--- config.mk ---
export PLATFORM = sky130hd
export DESIGN_NAME = alu_serial_seq
export DESIGN_NICKNAME = d
export VERILOG_FILES = /design/src/rtl/alu_serial_pkg.sv /design/src/rtl/alu_serial_seq_slice.sv /design/src/rtl/alu_serial_seq.sv
export SDC_FILE = /design/constraint.sdc
export NUM_CORES = 1
export LEC_CHECK = 0
export CORE_AREA = 8 8 77 79
export CTS_CLUSTER_SIZE = 14
export DETAILED_ROUTE_END_ITERATION = 8
export DIE_AREA = 0 0 85 87
export HOLD_SLACK_MARGIN = 0.03
export PLACE_DENSITY = 0.72
export SLEW_MARGIN = 20
export SYNTH_ARGS = -nofsm -noshare
export SYNTH_HDL_FRONTEND = slang
export SYNTH_SLANG_ARGS = --single-unit
--- constraint.sdc ---
create_clock -name clk -period 1.8 [get_ports clk]
set_input_delay 0.36 -clock clk [delete_from_list [all_inputs] [get_ports clk]]
set_output_delay 0.36 -clock clk [all_outputs]
set_load 0.005 [all_outputs]
--- src/rtl/alu_serial_pkg.sv ---
// alu_serial_pkg: shared op codes, FSM states and default width for the bit-serial ALU
package alu_serial_pkg;
  localparam int DEF_W = 8;
  typedef enum logic [1:0] {OP_ADD = 2'b00, OP_SUB = 2'b01, OP_AND = 2'b10, OP_XOR = 2'b11} op_e;
  typedef enum logic [1:0] {ST_IDLE = 2'b00, ST_RUN = 2'b01, ST_DONE = 2'b10} state_e;
endpackage

--- src/rtl/alu_serial_seq_slice.sv ---
// alu_bit_slice: combinational 1-bit ALU slice; SUB inverts i1 so the caller supplies cin=1
module alu_bit_slice
  import alu_serial_pkg::*;
(
  input  logic i0,
  input  logic i1,
  input  logic cin,
  input  op_e  op,
  output logic y,
  output logic cout
);
  logic bx;
  always_comb begin
    bx   = (op == OP_SUB) ? ~i1 : i1;
    y    = (op == OP_AND) ? (i0 & i1) : (op == OP_XOR) ? (i0 ^ i1) : (i0 ^ bx ^ cin);
    cout = op[1] ? 1'b0 : ((i0 & bx) | (i0 & cin) | (bx & cin));
  end
endmodule

--- src/rtl/alu_serial_seq.sv ---
// alu_serial_seq: LSB-first bit-serial sequencer around one alu_bit_slice
// Optional zero/ovf flag logic enabled by defining ALU_SERIAL_FLAGS_EN.
module alu_serial_seq
  import alu_serial_pkg::*;
#(
  parameter int W = DEF_W,
  localparam int CNT_W = $clog2(W)
) (
  input  logic         clk,
  input  logic         rst,
  input  logic         start,
  input  logic [W-1:0] a,
  input  logic [W-1:0] b,
  input  logic [1:0]   op,
  output logic         busy,
  output logic         done,
  output logic [W-1:0] result,
  output logic         cout,
  output logic         zero,
  output logic         ovf
);
  state_e state, state_nx;
  logic [CNT_W-1:0] cnt;
  logic [W-1:0] a_sr, b_sr, r_sr;
  op_e op_r;
  logic carry, s_y, s_cout, accept, last;
  logic [W-1:0] r_fin;
  alu_bit_slice u_slice (
    .i0(a_sr[0]), .i1(b_sr[0]), .cin(carry), .op(op_r), .y(s_y), .cout(s_cout)
  );
  always_comb begin
    accept   = start && (state != ST_RUN);
    last     = (state == ST_RUN) && (cnt == CNT_W'(W - 1));
    r_fin    = {s_y, r_sr[W-1:1]};
    state_nx = accept ? ST_RUN : last ? ST_DONE : (state == ST_RUN) ? ST_RUN : ST_IDLE;
  end
  assign busy = (state == ST_RUN);
  assign done = (state == ST_DONE);
  always_ff @(posedge clk) begin
    if (rst) begin
      state  <= ST_IDLE;
      cnt    <= '0;
      carry  <= 1'b0;
      a_sr   <= '0;
      b_sr   <= '0;
      r_sr   <= '0;
      op_r   <= OP_ADD;
      result <= '0;
      cout   <= 1'b0;
    end else begin
      state <= state_nx;
      if (accept) begin
        a_sr  <= a;
        b_sr  <= b;
        op_r  <= op_e'(op);
        cnt   <= '0;
        carry <= op[0] & ~op[1];
      end else if (state == ST_RUN) begin
        a_sr  <= a_sr >> 1;
        b_sr  <= b_sr >> 1;
        r_sr  <= r_fin;
        carry <= s_cout;
        cnt   <= last ? cnt : cnt + CNT_W'(1);
      end
      if (last) begin
        result <= r_fin;
        cout   <= op_r[1] ? 1'b0 : s_cout;
      end
    end
  end
`ifdef ALU_SERIAL_FLAGS_EN
  // carry holds the carry into the MSB while the last bit is in the slice
  always_ff @(posedge clk) begin
    if (rst) begin
      zero <= 1'b0;
      ovf  <= 1'b0;
    end else if (last) begin
      zero <= (r_fin == '0);
      ovf  <= op_r[1] ? 1'b0 : (carry ^ s_cout);
    end
  end
`else
  assign zero = 1'b0;
  assign ovf  = 1'b0;
`endif
endmodule

# Word-level counts from Yosys, hierarchy flattened
# Cells that the tools add are included.
# classes
n_reduce_logical,6
muxes,14
n_eq_ne,7
n_lt_le_gt_ge,0
n_addsub,1
mul,0
n_div,0
n_shift,0
n_bitwise,14
# op_table
operator,n
2-to-1 mux 8 bit,4
2-to-1 mux 1 bit,9
"equality test 2 bit, second input constant",3
AND 1 bit,5
"equality test 2 x 1 -> 1 bit, second input constant",2
inverter 1 bit,4
AND reduction 2 bit,2
"adder 3 x 1 -> 3 bit, second input constant",1
"equality test 3 bit, second input constant",1
bitwise XOR 1 bit,3
logical AND 1 bit,2
2-to-1 mux 2 bit,1
"inequality test 2 x 1 -> 1 bit, second input constant",1
bitwise OR 1 bit,2
nonzero test 2 bit,1
OR reduction 2 bit,1
# word_totals
ramBits,0
n_memories,0
register_bits,41
latchBits,0
rom_bits,0

# Depth between registers and ports, before layout
# Gate-level depths: netlist (run 1).
# logic_depth
ltp_word,8
mapped_depth,6
ltp_nobuf,6

# Hierarchy
# A second synthesis (run 1) with hierarchy kept.
# unflattened
hier_cells,190
hier_area_um2,1704.1
# by_module_without_submodules
module,cells_per_inst,instances,area_per_inst_um2
alu_serial_seq,181,1,1622.8
alu_bit_slice,9,1,81.3

# Worst setup path after synthesis (run 1)
# OpenSTA, ideal clock, no wires.
# synth_timing
path_type,reg-to-reg
startpoint,register op_r[0]
endpoint,register result[7]
t_arrival_ns,1.323
setup_ns,0.071
path_stages_with_launch,7
t_required_ns,1.729
setup_slack_ns,0.406
synth_period_minus_slack_ns,1.394
path_buffers,0
cell_sequence,dfxtp_1 -> nor2b_1 -> xnor2_1 -> fa_1 -> nand2b_1 -> o211ai_1 -> a21oi_1
# synth_between
elab_chain_len,6
elab_cells_between_ends,8
classes_between,eq/ne: 3; mux: 3; bitwise: 2
# synth_rtl
element,line_no,rtl
from (decl),alu_serial_seq.sv:25,op_e op_r;
from (signal assigned),alu_serial_seq.sv:55,op_r <= op_e'(op);
equality test 2 x 1 -> 1 bit,alu_serial_seq_slice.sv:14,bx = (op == OP_SUB) ? ~i1 : i1;
2-to-1 mux 1 bit,alu_serial_seq_slice.sv:14,
bitwise XOR 1 bit (2 in series),alu_serial_seq_slice.sv:15,y = (op == OP_AND) ? (i0 & i1) : (op == OP_XOR) ? (i0 ^ i1) : (i0 ^ bx ^ cin);
2-to-1 mux 1 bit,alu_serial_seq_slice.sv:15,
2-to-1 mux 1 bit *,alu_serial_seq_slice.sv:15,
to (signal assigned),alu_serial_seq.sv:66,result <= r_fin;
to (decl),alu_serial_seq.sv:17,"output logic [W-1:0] result,"
# Every way passes the cells marked *; elsewhere a longest branch is shown, timed or not.
# A chain may end at the register's enable or synchronous reset.

# Worst setup path after layout (run 1)
# layout_timing
startpoint,register state[1]
endpoint,output port busy
# layout_between
elab_chain_len,1
# layout_rtl
element,line_no,rtl
from (decl),alu_serial_seq.sv:22,"state_e state, state_nx;"
from (signal assigned),alu_serial_seq.sv:51,state <= state_nx;
equality test 2 x 1 -> 1 bit,alu_serial_seq.sv:37,assign busy = (state == ST_RUN);
to (decl),alu_serial_seq.sv:15,"output logic busy,"
# No other way between the ends.

==> metrics.md, run 1 <==
| Metric | Value |
|---|---|
| Vias in the first global route | `1378` |
| Total Neg Setup Slack | `0 ns` |
| Tmin final | `1.74 ns` |
| Routed len/inst | `12.6 um` |
| Vias per cell | `5.04` |
| # diodes | `0` |
| Core region area | `4850 sq um` |
| Pin count of the biggest net entering global routing | `43` |
| Post-cts sizing count | `0` |
| CTS sink count | `40` |
| Power Density | `784 nW/um^2` |
| Mux cell area share after synthesis | `9.44%` |
| PortBufs | `31` |
| GRT Util Overall | `9.94%` |
| Top post-synthesis cells by area | `dfxtp_1 (44%), a211oi_2 (11%), mux2i_1 (8.8%), nand2_1 (6.8%), a21oi_1 (5.8%)` |
| Share of cells above drive strength 1 | `17.0%` |
| Count leader, synth | `dfxtp_1` |
| CTS root buf | `clkbuf_8` |
| CP endpoint kind | `primary output` |
| MaxCap Viol Count | `0` |
| FILL cells | `473` |
| Area leader, netlist | `dfxtp_1` |
| Simple-Gate Fraction of Synth Area | `15.0%` |
| Worst-path fanout max | `6` |
| Post-synthesis compound-gate area fraction | `20.3%` |
| Yosys reg bits | `40` |
| Routability Congestion | `0.785` |
| Synth Warn # | `0` |
| WS Path Type | `flop to primary output` |
| Ys flop type | `dfxtp_1` |
| Via Count | `1405` |
| Global route total overflow | `0` |
| Initial DRC Count | `10` |
| Largest family of logic cells by synthesized area | `compound AO/OA/AOI/OAI gates` |
| Final setup fails | `0` |
| Netlist cell types | `32` |
| Post-CTS setup buffers | `0` |
| Die area | `7400 sq um` |
| RSZ-0062 raised after global routing | `false` |
| Residual DRC | `0` |
| Share of the synthesized area in the top cell type | `44.1%` |
| Post-synthesis sequential area ratio | `44.1%` |
| CTS tree | `built` |
| Post-synthesis adder-cell area fraction | `3.17%` |
| DP HPWL | `2520 um` |
| Final Hold Vio Count | `0` |
| Initial Util | `37.5%` |
| VDD IR-drop max | `0.559 mV` |
| Status | `finished, final reports clean` |
| Die H | `87 um` |
| Final net count | `248` |
| Post-route ant nets | `0` |
| Total power | `1.74 mW` |
| Clock Pin Slew Worst Setup and Hold Paths | `0.07 ns` |
| CTS Buffer Depth | `2` |
| Asr flop ratio synth | `0%` |
| Cts hold-fix bufs | `0` |
| Routed WL | `3520 um` |
| Die Width | `85 um` |
| Clk Latency, worst-skew pair | `0.29 ns` |
| Part of the cycle the worst path needs | `96.6%` |
| Post-Route Skew | `0.00542 ns` |
| XOR/XNOR Fraction of Synth Area | `0.482%` |
| Synth cell count leaders | `dfxtp_1 (40), nand2_1 (33), a21oi_1 (21), nor2_1 (17)` |
| First-pass GRT wire length | `5930 um` |
| Syn avg cell area | `9.51 sq um` |
| Antenna violations before repair | `0` |
| Slew Viols, Final | `0` |
| Number of top-level pins | `34` |
| CP Launch Type | `flop` |
| Hold Crit Class | `flop to flop` |
| Leak | `0.835 nW` |
| Num rows | `26` |
| Layout area overhead | `22.5%` |
| Synth Instances | `191` |
| Worst EP arrival | `1.38 ns` |
| DR pass1 iterations | `4` |
| H-tree depth | `2` |
| Achievable Freq | `0.575 GHz` |
| CP Data Required Time | `1.44 ns` |
| Synth Cell Area | `1820 sq um` |
| CTS buffer count | `5` |
| EDFF count, synth | `0` |
-- power by group --
group          leakage [nW]  internal [mW]  switching, mW
logic                 0.466          0.121          0.122
clock network        0.0410          0.263          0.284
registers             0.328          0.927         0.0264
-- state kept, by name, indices dropped and copies added (netlist names) --
name	count
b_sr	8
state	2
carry	1
cnt	3
op_r	2
a_sr	8
result	8
r_sr	7
cout	1
-- final timing paths --
path | startpoint | to | slack (ns) | cells after the start
max | state[1] | busy | 0.06 | 3
min | result[5] | result[5] | 0.46 | 2
max reg2reg | op_r[0] | result[7] | 0.26 | 6
min reg2reg | result[5] | result[5] | 0.46 | 2
-- logic make-up after synthesis --
logic type | after synthesis
and+or+nand+nor | 63
xor gates and xnor gates | 1
AOI/OAI and AO/OA | 45
muxes | 17
other | 1
adders and majority gates | 4
DFF | 40
buffers and inverters | 20
-- cell usage in the layout, fill, tap and decap left out, drive strengths merged, types with 2 or more instances in the layout --
master         count
dfxtp             40
nand2             33
clkdlybuf4s50     30
a21oi             22
nor2              17
mux2i             16
a211oi            16
buf                9
clkbuf             6
inv                5
ha                 3
nor2b              2
nand3b             2
a32oi              2
nor3               2
nand3              2
o21ai              2
conb               2
nand2b             2
o211ai             2
-- layer usage --
layer	up-vias	track usage (%)	part of all wire [%]
li1	720	-	-
met1	657	11.0	48
met2	22	16.5	46
met3	6	3.77	4.5
met4	0	4.37	1.7
met5	-	0	0
-- final cells by class --
cell class / count / area (sq um) / area share (%)
Clock inverter: 1 / 5.00 / 0.225
Clock buffer: 6 / 72.6 / 3.26
Timing Repair Buffer: 39 / 365 / 16.4
Tap cell: 56 / 70.1 / 3.15
Inverter: 5 / 18.8 / 0.844
Multi-Input combinational cell: 132 / 888 / 40.0
Sequential cell: 40 / 803 / 36.1
-- worst max-delay path, cell delays in order, from the launching register on --
cell and delay, ns:
dfxtp_2 0.34, nand2b_2 0.19, inv_2 0.07, clkdlybuf4s50_1 0.50
-- metrics by stage --
stage	instance area (sq um)	utilization, %	hold slack (ns)	worst slack [ns]	cells
6_report	2220	45.9	0.456	0.0614	279
5_1_grt	2220	45.9	0.476	0.000453	279
4_1_cts	2220	45.8	0.459	0.0319	279
3_5_place_dp	2140	44.2	0.449	0.229	272
3_3_place_gp	2140	44.2	0.444	0.264	272
2_1_floorplan	1820	-	0.432	0.406	192
Note: power is estimated with default switching activity, not from simulation.
==> inputs of run 2 (changes only) <==
--- a/config.mk
+++ b/config.mk
@@ -5,6 +5,7 @@
 export SDC_FILE = /design/constraint.sdc
 export NUM_CORES = 1
 export LEC_CHECK = 0
+export CAP_MARGIN = 40
 export CORE_AREA = 8 8 77 79
 export CTS_CLUSTER_SIZE = 14
 export DETAILED_ROUTE_END_ITERATION = 8
==> results of run 2 <==
The final DEF is identical to that of run 1; final timing and power are the same.
